$ cat src/rtl/sha256_pkg.sv
// Shared types for the SHA-256 ID issue/buffer path.
package sha256_pkg;

   localparam int ID_W   = 6;
   localparam int SIZE_W = 64;

   typedef logic [ID_W-1:0]   id_t;
   typedef logic [SIZE_W-1:0] size_t;

   typedef enum logic {
      IDLE = 1'b0,
      FORK = 1'b1
   } id_issue_state_t;

endpackage

$ cat src/rtl/sha256_credit_cnt.sv
// Up/down in-flight counter bounded to 0..MAX; a simultaneous inc and dec
// leaves the count unchanged.
module sha256_credit_cnt #(
   parameter int MAX   = 4,
   parameter int CNT_W = $clog2(MAX + 1)
) (
   input  logic             clk,
   input  logic             nrst,
   input  logic             en,
   input  logic             clr,
   input  logic             inc,
   input  logic             dec,
   output logic [CNT_W-1:0] cnt,
   output logic             full
);

   logic [CNT_W-1:0] cnt_reg;
   logic [CNT_W-1:0] cnt_next;
   logic             inc_ok;
   logic             dec_ok;

   // A decrement at zero is a stray pulse and is dropped; an increment at MAX
   // only lands if a decrement frees a slot in the same cycle.
   always_comb begin
      dec_ok   = dec && (cnt_reg != '0);
      inc_ok   = inc && ((cnt_reg != CNT_W'(MAX)) || dec_ok);
      cnt_next = cnt_reg;
      if (inc_ok && !dec_ok) begin
         cnt_next = cnt_reg + 1'b1;
      end else if (dec_ok && !inc_ok) begin
         cnt_next = cnt_reg - 1'b1;
      end
   end

   always_ff @(posedge clk or negedge nrst) begin
      if (!nrst) begin
         cnt_reg <= '0;
      end else if (en) begin
         if (clr) begin
            cnt_reg <= '0;
         end else begin
            cnt_reg <= cnt_next;
         end
      end
   end

   assign cnt  = cnt_reg;
   assign full = (cnt_reg == CNT_W'(MAX));

endmodule

$ cat src/rtl/sha256_id_issue.sv
// Allocates message IDs and forks each accepted config into one builder beat
// and one single-beat ID packet, limited by in-flight credits.
module sha256_id_issue
   import sha256_pkg::*;
#(
   parameter int MAX_OUTSTANDING = 4,
   parameter int CNT_W           = $clog2(MAX_OUTSTANDING + 1)
) (
   input  logic              clk,
   input  logic              nrst,
   input  logic              en,
   input  logic              sync_rst,
   input  logic [SIZE_W-1:0] cfg_size,
   input  logic              cfg_valid,
   output logic              cfg_ready,
   output logic [SIZE_W-1:0] cfg_out_size,
   output logic [ID_W-1:0]   cfg_out_id,
   output logic              cfg_out_valid,
   input  logic              cfg_out_ready,
   output logic [ID_W-1:0]   id_out,
   output logic              id_out_last,
   output logic              id_out_valid,
   input  logic              id_out_ready,
   input  logic              id_done,
   output logic [ID_W-1:0]   status_id,
   output logic [CNT_W-1:0]  status_outstanding
);

   id_issue_state_t state_reg;
   id_issue_state_t state_next;

   id_t   next_id_reg;
   id_t   issued_id_reg;
   size_t size_reg;
   logic  cfg_valid_reg;
   logic  id_valid_reg;

   logic  cfg_pend_next;
   logic  id_pend_next;
   logic  ready_int;
   logic  accept;
   logic  full;

   always_ff @(posedge clk or negedge nrst) begin
      if (!nrst) begin
         state_reg <= IDLE;
      end else if (en) begin
         state_reg <= sync_rst ? IDLE : state_next;
      end
   end

   // FORK ends once neither output still holds an unaccepted beat.
   always_comb begin
      cfg_pend_next = cfg_valid_reg && !cfg_out_ready;
      id_pend_next  = id_valid_reg && !id_out_ready;
      state_next    = state_reg;
      case (state_reg)
         IDLE:    if (accept) state_next = FORK;
         FORK:    if (!cfg_pend_next && !id_pend_next) state_next = IDLE;
         default: state_next = IDLE;
      endcase
   end

   // Ready depends only on registers and the enable/clear controls, never on cfg_valid.
   always_comb begin
      ready_int = en && !sync_rst && (state_reg == IDLE) && !full;
   end

   assign accept = cfg_valid && ready_int;

   always_ff @(posedge clk or negedge nrst) begin
      if (!nrst) begin
         next_id_reg   <= '0;
         issued_id_reg <= '0;
         size_reg      <= '0;
         cfg_valid_reg <= 1'b0;
         id_valid_reg  <= 1'b0;
      end else if (en) begin
         if (sync_rst) begin
            next_id_reg   <= '0;
            issued_id_reg <= '0;
            size_reg      <= '0;
            cfg_valid_reg <= 1'b0;
            id_valid_reg  <= 1'b0;
         end else if (accept) begin
            next_id_reg   <= next_id_reg + 1'b1;
            issued_id_reg <= next_id_reg;
            size_reg      <= cfg_size;
            cfg_valid_reg <= 1'b1;
            id_valid_reg  <= 1'b1;
         end else begin
            cfg_valid_reg <= cfg_pend_next;
            id_valid_reg  <= id_pend_next;
         end
      end
   end

   sha256_credit_cnt #(
      .MAX   (MAX_OUTSTANDING),
      .CNT_W (CNT_W)
   ) u_credit (
      .clk  (clk),
      .nrst (nrst),
      .en   (en),
      .clr  (sync_rst),
      .inc  (accept),
      .dec  (id_done),
      .cnt  (status_outstanding),
      .full (full)
   );

   assign cfg_ready     = ready_int;
   assign cfg_out_size  = size_reg;
   assign cfg_out_id    = issued_id_reg;
   assign cfg_out_valid = cfg_valid_reg;
   assign id_out        = issued_id_reg;
   assign id_out_last   = 1'b1;
   assign id_out_valid  = id_valid_reg;
   assign status_id     = issued_id_reg;

endmodule

$ cat config.mk
export PLATFORM = sky130hd
export DESIGN_NAME = sha256_id_issue
export DESIGN_NICKNAME = d
export VERILOG_FILES = /design/src/rtl/sha256_pkg.sv /design/src/rtl/sha256_credit_cnt.sv /design/src/rtl/sha256_id_issue.sv
export SDC_FILE = /design/constraint.sdc
export NUM_CORES = 1
export LEC_CHECK = 0
export BUFFER_PORTS_ARGS = -buffer_cell sky130_fd_sc_hd__buf_2
export CAP_MARGIN = 40
export CORE_ASPECT_RATIO = 0.9
export CORE_UTILIZATION = 50
export CTS_CLUSTER_SIZE = 12
export DETAILED_ROUTE_END_ITERATION = 6
export PLACE_DENSITY = 0.89
export SYNTH_ARGS = -nofsm -noshare
export SYNTH_HDL_FRONTEND = slang
export SYNTH_SLANG_ARGS = --single-unit
export TNS_END_PERCENT = 1
$ cat constraint.sdc
create_clock -name clk -period 4.56 [get_ports clk]
set_input_delay 0.456 -clock clk [delete_from_list [all_inputs] [get_ports clk]]
set_output_delay 0.456 -clock clk [all_outputs]
set_load 0.05 [all_outputs]
; Yosys cells after proc, flatten, opt, wreduce, memory -nomap -nowiden
; Cells that the tools add are included.
[totals]
register_bits = 82
input_bits = 72
out_inout_bits = 89
word_cells = 55
[op_classes]
n_addsub = 3
eq_ne = 2
mux = 17
bitwise = 1
reduce_logical = 25
[op_table]
columns = operator, count
row1 = two-way mux 64 bit, 2
row2 = two-way mux 6 bit, 4
row3 = logical AND 1 bit, 11
row4 = two-way mux 3 bit, 3
row5 = zero test 1 bit, 8
row6 = two-way mux 1 bit, 7
row7 = "adder 6 x 1 -> 6 bit, second input constant", 1
row8 = nonzero test 3 bit, 2
row9 = AND reduction 2 bit, 2
row10 = "adder 3 x 1 -> 3 bit, second input constant", 1
row11 = "equality test 3 bit, second input constant", 1
row12 = "inequality test 3 bit, second input constant", 1
row13 = "subtractor 3 x 1 -> 3 bit, second input constant", 1
row14 = one-hot mux 1 bit (2 select lines), 1
row15 = nonzero test 2 bit, 1
row16 = logical OR 1 bit, 1
row17 = inverter 1 bit, 1

; Depth between registers and ports, before layout
; Gate-level depths: netlist of run 1.
[logic_depth]
depth_word = 11
mapped_depth = 8
mapped_depth_nobuf = 7

; By module
; A second synthesis of run 1 with hierarchy kept.
[unflattened]
hier_cells = 247
hier_area_um2 = 3329.4
[by_module_without_submodules]
columns = module, n_inst, cells_each, area_per_inst_um2, seq_area_each_um2
row1 = sha256_id_issue, 1, 216, 3066.7, 1976.9
row2 = sha256_credit_cnt, 1, 31, 262.8, 75.1

; Least setup slack after synthesis of run 1
; No wires, ideal clock.
[synth_timing]
kind = register to register
from = register u_credit.cnt_reg[0] (netlist: u_credit.cnt[0])
to = register u_credit.cnt_reg[1] (netlist: u_credit.cnt[1])
setup_time_ps = 87
arrival_ps = 2633
required_time_ps = 4473
setup_slack_ps = 1840
path_stages_with_launch = 8
path_buffers = 1
period_less_slack_ps = 2720
path_cell_list = dfrtp_1 or3b_1 buf_4 nand2_8 a2111oi_0 fa_1 or4_1 o211ai_1
[synth_between]
elab_chain_cells = 9
elab_cells_between_ends = 20
classes_between = 2 x add/sub / 2 x eq/ne / 3 x mux / 13 x reduce/logical
[synth_rtl]
columns = element, line_no
row1 = from (decl), sha256_credit_cnt.sv:17  ; logic [CNT_W-1:0] cnt_reg;
row2 = from (signal assigned), sha256_credit_cnt.sv:42  ; cnt_reg <= cnt_next;
row3 = equality test 3 bit, sha256_credit_cnt.sv:48  ; assign full = (cnt_reg == CNT_W'(MAX));
row4 = zero test 1 bit, sha256_id_issue.sv:66  ; ready_int = en && !sync_rst && (state_reg == IDLE) && !full;
row5 = logical AND 1 bit, sha256_id_issue.sv:66
row6 = logical AND 1 bit, sha256_id_issue.sv:69  ; assign accept = cfg_valid && ready_int;
row7 = logical AND 1 bit, sha256_credit_cnt.sv:26  ; inc_ok = inc && ((cnt_reg != CNT_W'(MAX)) || dec_ok);
row8 = zero test 1 bit, sha256_credit_cnt.sv:30  ; end else if (dec_ok && !inc_ok) begin
row9 = logical AND 1 bit, sha256_credit_cnt.sv:30
row10 = nonzero test 3 bit (no line), n/a
row11 = AND reduction 2 bit (no line), n/a
; Several ways; a longest one is shown, not always the timed one. The select of a mux whose other input is x is not followed.
; A chain may end at the register's enable or synchronous reset.

; Final worst setup path of run 1
[layout_timing]
from = register state_reg
to = register u_credit.cnt_reg[1] (netlist: u_credit.cnt[1])
[layout_between]
elab_chain_cells = 9
elab_cells_between_ends = 12
classes_between = 2 x mux / 1 x bitwise / 9 x reduce/logical
[layout_rtl]
columns = element, line_no
row1 = from (decl), sha256_id_issue.sv:29  ; id_issue_state_t state_reg;
row2 = from (signal assigned), sha256_id_issue.sv:48  ; state_reg <= sync_rst ? IDLE : state_next;
row3 = inverter 1 bit *, n/a
row4 = logical AND 1 bit * (2 in a row), sha256_id_issue.sv:66
row5 = logical AND 1 bit *, sha256_id_issue.sv:69
row6 = logical AND 1 bit *, sha256_credit_cnt.sv:26
row7 = zero test 1 bit, sha256_credit_cnt.sv:30
row8 = logical AND 1 bit, sha256_credit_cnt.sv:30
row9 = nonzero test 3 bit (no line), n/a
row10 = AND reduction 2 bit (no line), n/a
; Every way passes the cells marked *; elsewhere a longest branch is shown, timed or not.

==> results of run 1 <==
-- power by group through the flow --
stage / Sequential (mW) / Clock [mW] / Combinational [mW]
detailed placement: 1.11 / 0 / 1.51
global placement: 1.09 / 0 / 1.47
floorplan: 1.71 / 0 / 0.592
finish: 1.10 / 0.492 / 1.50
global route: 1.13 / 0.537 / 1.60
CTS: 1.09 / 0.505 / 1.51
-- cells by family (layout without fill, tap and decap cells) --
group | count (synthesis) | count (layout) | share of synthesized area
adders and majority gates | 2 | 2 | 0.00817
and+or+nand+nor | 26 | 26 | 0.0452
buffers and inverters | 54 | 188 | 0.0823
AOI/OAI and AO/OA | 166 | 166 | 0.335
DFF | 82 | 82 | 0.515
other | 1 | 1 | 0.000942
muxes | 5 | 5 | 0.0129
-- worst reg2reg max path, delay by kind of cell (launching register included) --
kind | cells | cell delay, ns
fa+ha+maj | 1 | 0.49
simple gates | 3 | 1.55
flops | 1 | 0.43
compound gates | 2 | 0.72
-- placed cells by master (no fill, tap or decap), types with 3 or more instances in the layout --
cell	Yosys	final
nor2b_1	4	4
inv_1	6	6
clkbuf_8	0	10
nand3_1	3	3
mux2i_1	4	4
a22oi_1	72	72
o22ai_1	3	3
nor2_1	3	3
o2bb2ai_1	76	76
buf_4	18	3
a21oi_1	4	4
dfrtp_1	82	82
buf_2	3	158
-- synthesized netlist by cell type (2+ instances only) --
library cell  count
nor4_1            2
a21oi_1           4
nand3_1           3
buf_6             7
mux2i_1           4
nor3_1            2
dfrtp_1          82
clkbuf_1         18
a211oi_1          2
nor2_1            3
o22ai_1           3
nor2b_1           4
buf_2             3
a22oi_1          72
o2bb2ai_1        76
buf_4            18
inv_1             6
nand2b_1          2
a211o_1           2
-- worst max path at each step --
stage | from | endpoint | slack [ns] | depth (start not counted)
after CTS | state_reg | u_credit.cnt[1] | 1.29 | 6
after floorplan | u_credit.cnt[0] | u_credit.cnt[1] | 1.84 | 7
after global routing | state_reg | u_credit.cnt[1] | 1.04 | 6
after detailed placement | cfg_valid | u_credit.cnt[1] | 1.15 | 7
final | state_reg | u_credit.cnt[1] | 1.30 | 6
after global placement | cfg_valid | u_credit.cnt[1] | 1.28 | 7
-- layout make-up --
cell class                 instances  area (um2)  share of cell area
inverter                           7        26.3             0.00538
tap                               96         120              0.0246
sequential                        82        2050               0.420
clock inverter                     6        50.0              0.0103
multi-input combinational        200        1610               0.330
clock buffer                      10         138              0.0282
timing repair buffer             165         886               0.181
-- per-layer routing --
metal / global-route usage / routed length (um) / up-vias / part of all wire
met5: 0 / 0 / - / 0
met4: 0.0841 / 174 / 0 / 0.018
met3: 0.0781 / 712 / 18 / 0.074
met2: 0.368 / 4720 / 151 / 0.49
met1: 0.302 / 4030 / 1675 / 0.42
li1: - / - / 1595 / -
==> flow_metrics.py, run 1 <==
metrics = {
    "routing": {
        "drcViolationCount": 0,
        "routed_via_density": 6.08,
        "wl_per_cell_um": 17.0,
        "antenna_left": 0,
        "wl_mm": 9.63,
        "num_vias": 3439,
        "drt-initial-drc-count": 227,
        "drt-pass1-iter-count": 4,
    },
    "setup_path": {
        "critical_path_class": "flip-flop to flip-flop",
        "timing.critical_path.buf_inv": 0,
        "cp_slowest_stage_delay_ns": 0.62,
        "r2r_slack_ns": 1.30,
        "ff2ff_path_depth": 6,
        "timing.rr.end": "u_credit.cnt[1]",
        "startpoint_type": "flip-flop",
        "worstPathMaxFanout": 73,
        "critPathArrivalTime_ns": 3.53,
        "path_delay_family": "simple AND/OR/NAND/NOR gates",
        "r2r-start": "state_reg",
        "slowest_stage": "nor2b_1",
        "required_ns": 4.82,
        "crit_path_end_kind": "flip-flop",
        "path_cells": "nor2b_1 -> nand2_8 -> a2111oi_0 -> fa_1 -> or4_1 -> o211ai_1",
    },
    "sta": {
        "tightest_slew_ns": 0.836,
        "fin_skew_ns": 0.0121,
        "rsz0062_at_grt": "no",
        "fmax_ghz": 0.307,
        "whs_ns": 0.389,
        "tns_ns": 0,
        "report.final.slew_viol_count": 0,
        "worst_slack_ns": 1.30,
        "period_minus_slack_ns": 3.26,
        "max-slew-margin-rel": 0.442,
        "fin_crit_sh": 0.715,
        "hold_viol_final": 0,
        "setup_violations": 0,
    },
    "clock_tree": {
        "cts_tree": "yes",
        "cts_hold_buffers": 1,
        "cts_root_buf": "clkbuf_8",
        "cts_sinks": 82,
        "worstSkewPairLatency_ns": 0.35,
        "cts.repair.resized": 0,
        "ctsLongestPathBuffers": 2,
        "cts_buffers": 9,
        "post_cts_buffers": 0,
        "clk_pin_slew_ns": 0.09,
        "cts_htree_levels": 3,
    },
    "logic_synthesis": {
        "yosys.area.top_type_share": 0.515,
        "synth_edf_count": 0,
        "ys_seq_elements": 82,
        "async_reset_ff_frac": 1.00,
        "synth_area_leader_cell": "dfrtp_1",
        "synth_area_per_cell_um2": 11.9,
        "synth_nets": 410,
        "synth_cell_types": 42,
        "ys_seq_area_frac": 0.515,
        "syn_area_mm2": 0.00398,
        "ys.flop_type": "dfrtp_1",
        "synth_warnings": 0,
        "syn_inst": 336,
        "netlist_top_cells_area": "dfrtp_1 52%, o2bb2ai_1 17%, a22oi_1 14%",
    },
    "pwr": {
        "vdd_drop_max_mv": 0.305,
        "leakage_nw": 2.31,
        "p_clk_frac": 0.159,
        "power.total_mw": 3.09,
        "p_per_area_mw_per_mm2": 634,
        "internal-power_mw": 1.54,
        "switching_power_mw": 1.55,
        "combPwrFrac": 0.486,
        "pwr-share-seq": 0.355,
        "switching_share": 0.502,
    },
    "floorplan": {
        "io_pins": 161,
        "core_mm2": 0.00762,
        "start_util": 0.523,
        "chipWidth_um": 96.1,
        "rows": 30,
        "die_y_um": 86.7,
        "dieArea_mm2": 0.00833,
    },
    "layout": {
        "largest_register_ffs": 64,
        "drive_above_1_share": 0.394,
        "nFillCells": 618,
        "diodes": 0,
        "num-nets-final": 539,
        "final_cells": 566,
        "area_growth_pct": 22.6,
        "postLayoutCoreUtil": 0.641,
        "stdcell_area_mm2": 0.00488,
    },
    "min_path": {
        "whs_path_depth": 3,
        "hp-class": "input pin to flip-flop",
        "whs_endpoint": "cfg_out_size[10]",
        "hold_start": "cfg_size[10]",
    },
    "placed_design": {
        "postPlaceCellArea_mm2": 0.00468,
        "dp.cells": 549,
        "place_congestion": 0.799,
        "pre_cts_slack_ns": 1.15,
        "dpl.hpwl_mm": 6.34,
        "io_buffers": 159,
    },
    "global_route": {
        "grt_start_max_net_pins": 84,
        "grt_overflow": 0,
        "grt_usage": 0.234,
        "antenna_found_initial": 0,
        "grt_pass1_vias": 3070,
        "grt_pass1_wl_mm": 14.9,
    },
    "status": {
        "status": "finished, final reports clean",
    },
    "job": {
        "cap_violations": 0,
    },
}
Power figures use the tool's default switching activity.
==> run 2: changes to the inputs <==
CORE_UTILIZATION = 44   (was 50)
PLACE_DENSITY = 0.84   (was 0.89)
clock period = 2.9 ns   (was 4.56 ns; I/O delays follow)
==> run 2 against run 1 <==
Effect of this change:
- global-route usage decreased by 2.6 points
- first-iteration DRC count decreased by 6.6%
- routed wire length decreased by 0.79%
- non-clock buffer count increased by 2
- clock power increased by 72%
- via count decreased by 1.8%
==> flow_metrics.py, run 2 (synthesis results as in run 1) <==
metrics = {
    "layout": {
        "num-nets-final": 541,
        "final_cells": 591,
        "drive_above_1_share": 0.396,
        "mostFrequentLayoutCell": "buf_2",
        "mostFrequentLayoutCells": "158 x buf_2, 82 x dfrtp_1, 76 x o2bb2ai_1",
        "diodes": 0,
        "area_growth_pct": 23.6,
        "largest_register_ffs": 64,
        "postLayoutCoreUtil": 0.567,
    },
    "pwr": {
        "power.total_mw": 4.92,
        "vdd_drop_max_mv": 0.551,
        "leakage_nw": 2.33,
        "p_per_area_mw_per_mm2": 1000,
    },
    "clock_tree": {
        "cts_root_buf": "clkbuf_8",
        "ctsLongestPathBuffers": 2,
        "cts_buffers": 9,
        "worstSkewPairLatency_ns": 0.35,
        "cts_tree": "yes",
        "cts_htree_levels": 3,
        "clk_pin_slew_ns": 0.09,
        "cts_sinks": 82,
    },
    "min_path": {
        "hp-class": "input pin to flip-flop",
        "whs_endpoint": "cfg_out_size[20]",
        "whs_path_depth": 3,
        "hold_start": "cfg_size[20]",
    },
    "sta": {
        "fmax_ghz": 0.385,
        "tns_ns": 0,
        "period_minus_slack_ns": 2.60,
        "tightest_slew_ns": 0.863,
        "fin_crit_sh": 0.896,
        "fin_skew_ns": 0.00743,
        "hold_viol_final": 0,
        "rsz0062_at_grt": "no",
        "setup_violations": 0,
        "report.final.slew_viol_count": 0,
        "max-slew-margin-rel": 0.425,
        "whs_ns": 0.228,
    },
    "global_route": {
        "grt_start_max_net_pins": 84,
        "grt_overflow": 0,
        "antenna_found_initial": 0,
        "grt_pass1_wl_mm": 15.3,
        "grt_usage": 0.208,
        "grt_pass1_vias": 3214,
    },
    "floorplan": {
        "start_util": 0.458,
        "die_y_um": 92.3,
        "dieArea_mm2": 0.00944,
        "rows": 32,
        "io_pins": 161,
        "core_mm2": 0.00869,
        "chipWidth_um": 102,
    },
    "routing": {
        "num_vias": 3376,
        "routed_via_density": 5.71,
        "antenna_left": 0,
        "wl_per_cell_um": 16.2,
        "drt-initial-drc-count": 212,
        "drt-pass1-iter-count": 4,
        "drcViolationCount": 0,
        "wl_mm": 9.56,
    },
    "setup_path": {
        "worstPathMaxFanout": 8,
        "r2r_slack_ns": 0.30,
        "critical_path_class": "flip-flop to flip-flop",
        "startpoint_type": "flip-flop",
        "crit_path_end_kind": "flip-flop",
        "timing.rr.end": "u_credit.cnt[1]",
        "required_ns": 3.16,
        "critPathArrivalTime_ns": 2.86,
        "r2r-start": "u_credit.cnt[0]",
        "ff2ff_path_depth": 5,
    },
    "status": {
        "status": "finished, final reports clean",
    },
    "placed_design": {
        "place_congestion": 0.864,
        "dpl.hpwl_mm": 6.07,
        "io_buffers": 159,
        "dp.cells": 574,
    },
    "job": {
        "cap_violations": 0,
    },
}
-- run 2: changes by cell type in the layout (fill, tap and decap cells not counted), sizes merged --
cell / change
clkinv: +3
buf: +2
clkinvlp: -2
inv: -2
bufinv: +1
-- run 2: worst max-delay path, stage by stage (launching register included) --
cell and delay, ns:
dfrtp_1 0.47, or3_1 0.43, a2111oi_1 0.50, fa_1 0.48, or4_1 0.54, o211ai_1 0.10
-- run 2: area by class of cell --
type                    count  area, um2
clock buffers              10        138
clock inverters             6       66.3
fillers                   767       3770
inverters                   7       26.3
multi-input cells         200       1610
flip-flops and latches     82       2050
well taps                 119        149
repair buffers            167        881
-- run 2: metal layers --
metal,up-vias,wire length [um],GRT usage
met5,-,0,0
met1,1645,4340,0.272
met3,10,601,0.0671
li1,1591,-,-
met2,130,4460,0.332
met4,0,153,0.0560
-- run 2: worst max path at each step --
stage                     from              end  slack, ns  cells after the start
2_1_floorplan  u_credit.cnt[0]  u_credit.cnt[1]       0.18                      7
3_3_place_gp   u_credit.cnt[0]  u_credit.cnt[1]       0.37                      5
3_5_place_dp   u_credit.cnt[0]  u_credit.cnt[1]       0.24                      5
4_1_cts        u_credit.cnt[0]  u_credit.cnt[1]       0.22                      5
5_1_grt        u_credit.cnt[0]  u_credit.cnt[1]       0.08                      6
6_report       u_credit.cnt[0]  u_credit.cnt[1]       0.30                      5
-- run 2: report_power, final --
part | internal [mW] | switching [mW] | total (mW)
Combinational | 0.633 | 1.72 | 2.36
Clock | 0.423 | 0.421 | 0.844
Sequential | 1.44 | 0.279 | 1.72
Total | 2.50 | 2.42 | 4.92
-- run 2: metrics by stage --
stage | area, um2 | setup WS (ns)
floorplan | 3980 | 0.180
global placement | 4680 | 0.368
detailed placement | 4710 | 0.245
CTS | 4920 | 0.224
global route | 4920 | 0.0769
finish | 4920 | 0.301
-- run 2: repair_timing --
action | 4_1_cts | 5_1_grt
setup endpoints to repair | 0 | 1
resized for setup | 0 | 1
endpoints found under the hold margin | 25 | 0
hold buffers | 1 | 0
buffers inserted | 0 | 0
